[src/rtl/brush_pkg.sv]
// Shared types and defaults for the brush stamp / canvas clear write controller.
package brush_pkg;
  typedef enum logic [1:0] {IDLE, STAMP, CLEAR} state_t;

  localparam int COLOR_W = 4;
  localparam int DEF_CANVAS_W = 320;
  localparam int DEF_CANVAS_H = 240;
  localparam logic [COLOR_W-1:0] DEF_CLEAR_COLOR = 4'h0;
endpackage

[src/rtl/brush_stamp_ctrl_if.sv]
// Framebuffer write port: valid/ready handshake carrying pixel address and colour.
interface brush_stamp_ctrl_if #(parameter int ADDR_W = 17);
  import brush_pkg::*;

  logic               wr_valid_out;
  logic               wr_ready_in;
  logic [ADDR_W-1:0]  wr_addr_out;
  logic [COLOR_W-1:0] wr_data_out;

  modport master (output wr_valid_out, wr_addr_out, wr_data_out, input wr_ready_in);
  modport slave  (input wr_valid_out, wr_addr_out, wr_data_out, output wr_ready_in);
endinterface

[src/rtl/brush_stamp_ctrl.sv]
// Single framebuffer writer: stamps an SxS brush at the cursor or sweeps the canvas
// to CLEAR_COLOR; clear wins over draw, and a clear arriving mid-stamp is deferred.
module brush_stamp_ctrl
  import brush_pkg::*;
#(
  parameter int                 CANVAS_W    = DEF_CANVAS_W,
  parameter int                 CANVAS_H    = DEF_CANVAS_H,
  parameter int                 ADDR_W      = 17,
  parameter logic [COLOR_W-1:0] CLEAR_COLOR = DEF_CLEAR_COLOR
) (
  input  logic               clk_in,
  input  logic               rst_in,
  input  logic               draw_req_in,
  input  logic               clear_req_in,
  input  logic [9:0]         cursor_loc_x,
  input  logic [8:0]         cursor_loc_y,
  input  logic [COLOR_W-1:0] cursor_color,
  input  logic [2:0]         stroke_width,
  brush_stamp_ctrl_if.master wr,
  output logic               busy_out,
  output logic               done_out
);
  localparam logic [ADDR_W-1:0] LAST_ADDR = ADDR_W'(CANVAS_W * CANVAS_H - 1);

  state_t             state, state_nxt;
  logic [9:0]         x0, x0_nxt;
  logic [8:0]         y0, y0_nxt;
  logic [COLOR_W-1:0] color, color_nxt;
  logic [2:0]         sw, sw_nxt;
  logic [2:0]         dx, dx_nxt, dy, dy_nxt;
  logic               pend, pend_nxt;
  logic               valid_q, valid_nxt;
  logic [ADDR_W-1:0]  addr_q, addr_nxt;
  logic [COLOR_W-1:0] data_q, data_nxt;
  logic               busy_nxt, done_nxt;

  // Pixel coordinates are one bit wider than the cursor so x0+dx never wraps.
  logic [10:0] px;
  logic [9:0]  py;
  logic        load, handled;

  always_ff @(posedge clk_in or posedge rst_in) begin
    if (rst_in) begin
      state    <= IDLE;
      x0       <= '0;
      y0       <= '0;
      color    <= '0;
      sw       <= '0;
      dx       <= '0;
      dy       <= '0;
      pend     <= 1'b0;
      valid_q  <= 1'b0;
      addr_q   <= '0;
      data_q   <= '0;
      busy_out <= 1'b0;
      done_out <= 1'b0;
    end else begin
      state    <= state_nxt;
      x0       <= x0_nxt;
      y0       <= y0_nxt;
      color    <= color_nxt;
      sw       <= sw_nxt;
      dx       <= dx_nxt;
      dy       <= dy_nxt;
      pend     <= pend_nxt;
      valid_q  <= valid_nxt;
      addr_q   <= addr_nxt;
      data_q   <= data_nxt;
      busy_out <= busy_nxt;
      done_out <= done_nxt;
    end
  end

  always_comb begin
    state_nxt = state;
    x0_nxt    = x0;
    y0_nxt    = y0;
    color_nxt = color;
    sw_nxt    = sw;
    dx_nxt    = dx;
    dy_nxt    = dy;
    pend_nxt  = pend;
    valid_nxt = valid_q;
    addr_nxt  = addr_q;
    data_nxt  = data_q;
    busy_nxt  = busy_out;
    done_nxt  = 1'b0;
    px        = '0;
    py        = '0;
    load      = 1'b0;
    // A clipped pixel has valid low, so it is consumed in one cycle.
    handled   = !valid_q || wr.wr_ready_in;

    case (state)
      IDLE: begin
        if (clear_req_in || pend) begin
          state_nxt = CLEAR;
          pend_nxt  = 1'b0;
          valid_nxt = 1'b1;
          addr_nxt  = '0;
          data_nxt  = CLEAR_COLOR;
          busy_nxt  = 1'b1;
        end else if (draw_req_in) begin
          state_nxt = STAMP;
          x0_nxt    = cursor_loc_x;
          y0_nxt    = cursor_loc_y;
          color_nxt = cursor_color;
          sw_nxt    = stroke_width;
          dx_nxt    = '0;
          dy_nxt    = '0;
          data_nxt  = cursor_color;
          busy_nxt  = 1'b1;
          px        = 11'(cursor_loc_x);
          py        = 10'(cursor_loc_y);
          load      = 1'b1;
        end
      end
      STAMP: begin
        if (clear_req_in) pend_nxt = 1'b1;
        if (handled) begin
          if (dx == sw && dy == sw) begin
            state_nxt = IDLE;
            valid_nxt = 1'b0;
            busy_nxt  = 1'b0;
            done_nxt  = 1'b1;
          end else begin
            if (dx == sw) begin
              dx_nxt = '0;
              dy_nxt = dy + 3'd1;
            end else begin
              dx_nxt = dx + 3'd1;
            end
            px   = 11'(x0) + 11'(dx_nxt);
            py   = 10'(y0) + 10'(dy_nxt);
            load = 1'b1;
          end
        end
      end
      CLEAR: begin
        if (handled) begin
          if (addr_q == LAST_ADDR) begin
            state_nxt = IDLE;
            valid_nxt = 1'b0;
            busy_nxt  = 1'b0;
            done_nxt  = 1'b1;
          end else begin
            addr_nxt = addr_q + 1'b1;
          end
        end
      end
      default: state_nxt = IDLE;
    endcase

    if (load) begin
      valid_nxt = (px < 11'(CANVAS_W)) && (py < 10'(CANVAS_H));
      if (valid_nxt) addr_nxt = ADDR_W'(py) * ADDR_W'(CANVAS_W) + ADDR_W'(px);
    end
  end

  assign wr.wr_valid_out = valid_q;
  assign wr.wr_addr_out  = addr_q;
  assign wr.wr_data_out  = data_q;
endmodule

[src/flat_wrapper.sv]
// flat-port wrapper written by rule: the top's interface ports become plain ports
module brush_stamp_ctrl_flat import brush_pkg::*;
#(
  parameter int                 CANVAS_W    = DEF_CANVAS_W,
  parameter int                 CANVAS_H    = DEF_CANVAS_H,
  parameter int                 ADDR_W      = 17,
  parameter logic [COLOR_W-1:0] CLEAR_COLOR = DEF_CLEAR_COLOR
)
  (clk_in, rst_in, draw_req_in, clear_req_in, cursor_loc_x, cursor_loc_y, cursor_color, stroke_width, busy_out, done_out, wr_wr_valid_out, wr_wr_addr_out, wr_wr_data_out, wr_wr_ready_in);
  brush_stamp_ctrl_if #(.ADDR_W(ADDR_W)) wr_i ();
  input  logic clk_in;
  input  logic rst_in;
  input  logic draw_req_in;
  input  logic clear_req_in;
  input  logic [9:0] cursor_loc_x;
  input  logic [8:0] cursor_loc_y;
  input  logic [COLOR_W-1:0] cursor_color;
  input  logic [2:0] stroke_width;
  output logic busy_out;
  output logic done_out;
  output wire logic [$bits(wr_i.wr_valid_out)-1:0] wr_wr_valid_out;
  output wire logic [$bits(wr_i.wr_addr_out)-1:0] wr_wr_addr_out;
  output wire logic [$bits(wr_i.wr_data_out)-1:0] wr_wr_data_out;
  input wire logic [$bits(wr_i.wr_ready_in)-1:0] wr_wr_ready_in;
  assign wr_wr_valid_out = wr_i.wr_valid_out;
  assign wr_wr_addr_out = wr_i.wr_addr_out;
  assign wr_wr_data_out = wr_i.wr_data_out;
  assign wr_i.wr_ready_in = wr_wr_ready_in;
  brush_stamp_ctrl #(.CANVAS_W(CANVAS_W), .CANVAS_H(CANVAS_H), .ADDR_W(ADDR_W), .CLEAR_COLOR(CLEAR_COLOR)) u_core (.clk_in(clk_in), .rst_in(rst_in), .draw_req_in(draw_req_in), .clear_req_in(clear_req_in), .cursor_loc_x(cursor_loc_x), .cursor_loc_y(cursor_loc_y), .cursor_color(cursor_color), .stroke_width(stroke_width), .wr(wr_i), .busy_out(busy_out), .done_out(done_out));
endmodule
[config.mk]
export PLATFORM = sky130hd
export DESIGN_NAME = brush_stamp_ctrl_flat
export DESIGN_NICKNAME = d
export VERILOG_FILES = /design/src/rtl/brush_pkg.sv /design/src/rtl/brush_stamp_ctrl_if.sv /design/src/rtl/brush_stamp_ctrl.sv /design/src/flat_wrapper.sv
export SDC_FILE = /design/constraint.sdc
export NUM_CORES = 1
export LEC_CHECK = 0
export ABC_AREA = 1
export ABC_CLOCK_PERIOD_IN_PS = 4150
export CORE_MARGIN = 2
export CORE_UTILIZATION = 50
export DETAILED_ROUTE_END_ITERATION = 10
export GPL_TIMING_DRIVEN = 0
export PLACE_DENSITY = 0.75
export SKIP_CTS_REPAIR_TIMING = 1
export SLEW_MARGIN = 20
export SYNTH_ARGS = -nofsm -noshare
export SYNTH_HDL_FRONTEND = slang
export SYNTH_SLANG_ARGS = --single-unit
[constraint.sdc]
create_clock -name clk_in -period 4.15 [get_ports clk_in]
set_clock_uncertainty 0.05 [all_clocks]
set_input_delay 0.83 -clock clk_in [delete_from_list [all_inputs] [get_ports clk_in]]
set_output_delay 0.83 -clock clk_in [all_outputs]
set_load 0.1 [all_outputs]
==> impl_metrics.tcl <==
set metrics [dict create \
    cts_root_buf "clkbuf_8" \
    clock_latency_ps 340 \
    clock_pin_slew_reported_for_the_worst_setup_and_hold_paths_after_clock_tree_synthesis_ps 120 \
    pin_slew_with_the_least_headroom_to_its_limit_ps 984 \
    fin_area_um2 5920 \
    max_slew_violation_total_from_the_final_report 0 \
    finish.net_count 842 \
    cts.path.max_buffers 2 \
    synth_fp_nets 762 \
    whs_path_depth 2 \
    irDropWorstVdd_mv 0.372 \
    overflow 0 \
    yosys.cell_types.count 42 \
    number_of_enable_type_register_cells_in_the_synthesized_netlist 0 \
    clock.fmax_ghz 0.221 \
    dr.pass1.iters 5 \
    number_of_levels_the_h_tree_was_split_into 2 \
    largest_fanout_on_the_critical_path 4 \
    num_antenna_cells 0 \
    yosys.area.top_type "dfrtp_1" \
    synth.cell_area_um2 4810 \
    crit_path_start_kind "flip-flop" \
    endpoint_kind "flip-flop" \
    asyncSetResetFlopFracSynth_pct 100 \
    routedWlPerCell_um 13.8 \
    areaGrowthSynthToFinish_pct 22.9 \
    hpwl_mm 9.44 \
    drtIter0Drc 265 \
    static_power_due_to_leakage_nw 2.95 \
    synth_commonest_cells "205 x nand2_1, 91 x inv_1, 55 x dfrtp_1, 55 x nand3_1, 49 x nor2_1" \
    grt_max_degree 56 \
    synthMostInstantiatedCell "nand2_1" \
    final_layout_size_suffix_gt1_share_pct 15.7 \
    final_cycle_share_pct 109 \
    cts_tree "done" \
    unrepaired_setup_endpoints_after_global_routing "yes" \
    timing.slew.headroom_pct 34.2 \
    grt_first_pass_wirelength_mm 20.1 \
    last_weighted_congestion_value_of_the_routability_driven_placer 0.946 \
    layout_setup_ws_ps -380 \
    core.rowCount 35 \
    dpl_cell_area_um2 5520 \
    grt_antenna_before_repair 0 \
    required_ps 4350 \
    cp_data_arrival_time_ps 4730 \
    cts_buffers 5 \
    drt-total-wl_mm 12.5 \
    fp.coreArea_um2 9280 \
    floorplan.die.width_um 102 \
    timing_worst_setup_path_type "flip-flop to flip-flop" \
    fin_crit_ps 4530 \
    clock_sink_count 55 \
    port_buffers 54 \
    netlist.area_leader.share_pct 28.6 \
    setup_violations 4 \
    reg2reg_setup_slack_ps -380 \
    r2r.worst_path.cells 27 \
    postSynthCellCount 696 \
    die_span_y_um 102 \
    failed_checks "setup timing" \
    timing.final.hold_violations 0 \
    timing.rr.end "u_core.wr.wr_addr_out[16]" \
    power_density_nw_per_um2 265 \
    floorplan.initialDensity_pct 51.8 \
    post_drt_via_cell_ratio 5.37 \
    totalNegativeSetupSlack_ps -1050 \
    drc_errors_left 0 \
    seq_area_frac_synth_pct 28.6 \
    min_from "u_core.x0[2]" \
    timing.hold.worst_endpoint "u_core.x0[2]" \
    synth_area_per_cell_um2 6.92 \
    drv_cap 0 \
    die-area_um2 10400 \
    rr_startpoint "u_core.dx[1]" \
    class_of_the_most_critical_hold_timing_path "flip-flop to flip-flop" \
    io-pin-count 55 \
    detailroute.via_count 4860 \
    yosys-top-cells-area "dfrtp_1 29%, nand2_1 16%, ha_1 8.1%, inv_1 7.1%, nand3_1 5.7%" \
    yosys_most_used_dff "dfrtp_1" \
    grt_pass1_vias 4442 \
    flop_and_latch_count_out_of_synthesis 55 \
    status "complete, but fails checks" \
    overall_track_demand_over_capacity_in_global_routing_pct 24.0 \
    drtAntennaViolNets 0 \
    yosysWarningCount 0 \
]
[state kept, by name, indices dropped and copies added (netlist names)]
| name | flops |
|---|---|
| u_core.wr.wr_addr_out | 17 |
| u_core.x0 | 10 |
| u_core.y0 | 9 |
| u_core.wr.wr_data_out | 4 |
| u_core.dx | 3 |
| u_core.dy | 3 |
| u_core.sw | 3 |
| u_core.state | 2 |
| u_core.busy_out | 1 |
| u_core.done_out | 1 |
| u_core.pend | 1 |
| u_core.wr.wr_valid_out | 1 |
[area by class of cell]
cell class              count  area (um^2)
fillers                   841         3370
multi-input cells         528         3130
flip-flops and latches     55         1380
repair buffers             73          683
inverters                  96          365
well taps                 129          161
plain buffers              17          119
clock buffers               5         68.8
clock inverters             2         16.3
[where the power goes]
part	switching, W	internal, W
Sequential	0.0000530	0.000580
Clock	0.000196	0.000118
Combinational	0.000434	0.000187
[critical path: stages (launching register included)]
cell      delay (ps)
dfrtp_1          440
xnor2_2          210
nand3_4          140
xor2_2           210
ha_2             220
fa_2             430
nand3_2          110
nand2_2           90
xor2_1           190
inv_1             70
nand3_2           70
nand2_2           90
ha_4             280
inv_2             30
fa_1             500
inv_2             50
ha_4             270
nand2_4           40
nand2_2           70
nand2_2           60
nor2_2            90
nand2_1           90
nor2_2           130
nand2_1           90
nand3b_1         160
nand2_1          100
nor2_2            40
nor2_1            90
[through the flow]
step | utilization, % | setup WS [ps] | power, W | std cells | hold slack, ps
floorplan | - | 7.93 | 0.00107 | 696 | 398
global placement | 59.5 | -930 | 0.00122 | 879 | 412
detailed placement | 59.5 | -1010 | 0.00123 | 879 | 415
CTS | 60.4 | -695 | 0.00153 | 886 | 447
global route | 63.7 | -613 | 0.00165 | 905 | 467
finish | 63.7 | -380 | 0.00157 | 905 | 446
[layer usage]
metal | wire, um | vias to the layer above | global-route usage (%)
met4 | 234 | 0 | 7.38
met1 | 5550 | 2258 | 32.2
met5 | 0 | - | 0
li1 | - | 2401 | -
met3 | 759 | 23 | 3.01
met2 | 5910 | 178 | 40.7
[worst max path at each step]
| stage | startpoint | to | cells past startpoint |
|---|---|---|---|
| global placement | clear_req_in | u_core.wr.wr_addr_out[16] | 27 |
| floorplan | u_core.sw[1] | u_core.wr.wr_addr_out[16] | 30 |
| global route | u_core.dx[1] | u_core.wr.wr_addr_out[16] | 27 |
| finish | u_core.dx[1] | u_core.wr.wr_addr_out[16] | 27 |
| CTS | clear_req_in | u_core.wr.wr_addr_out[16] | 27 |
| detailed placement | clear_req_in | u_core.wr.wr_addr_out[16] | 27 |
[cells by family after synthesis]
logic type	count (synthesis)	share of synthesized area [%]
buffers and inverters	113	9.67
AOI/OAI and AO/OA	102	12.7
DFF	55	28.6
adders and majority gates	35	9.72
and+or+nand+nor	365	34.5
xor gates and xnor gates	25	4.55
muxes	1	0.234
[cells in the final DEF, fill, tap and decap left out, drive strengths merged, types with 9 or more instances in the layout]
cell,n
ha,31
xnor2,14
buf,26
o21ai,52
clkbuf,15
clkdlybuf4s50,54
nor2,61
nand2,218
inv,97
nand3,58
xor2,11
nand4,13
a21oi,29
o211ai,9
dfrtp,55
(Power assumes the default switching activity.)
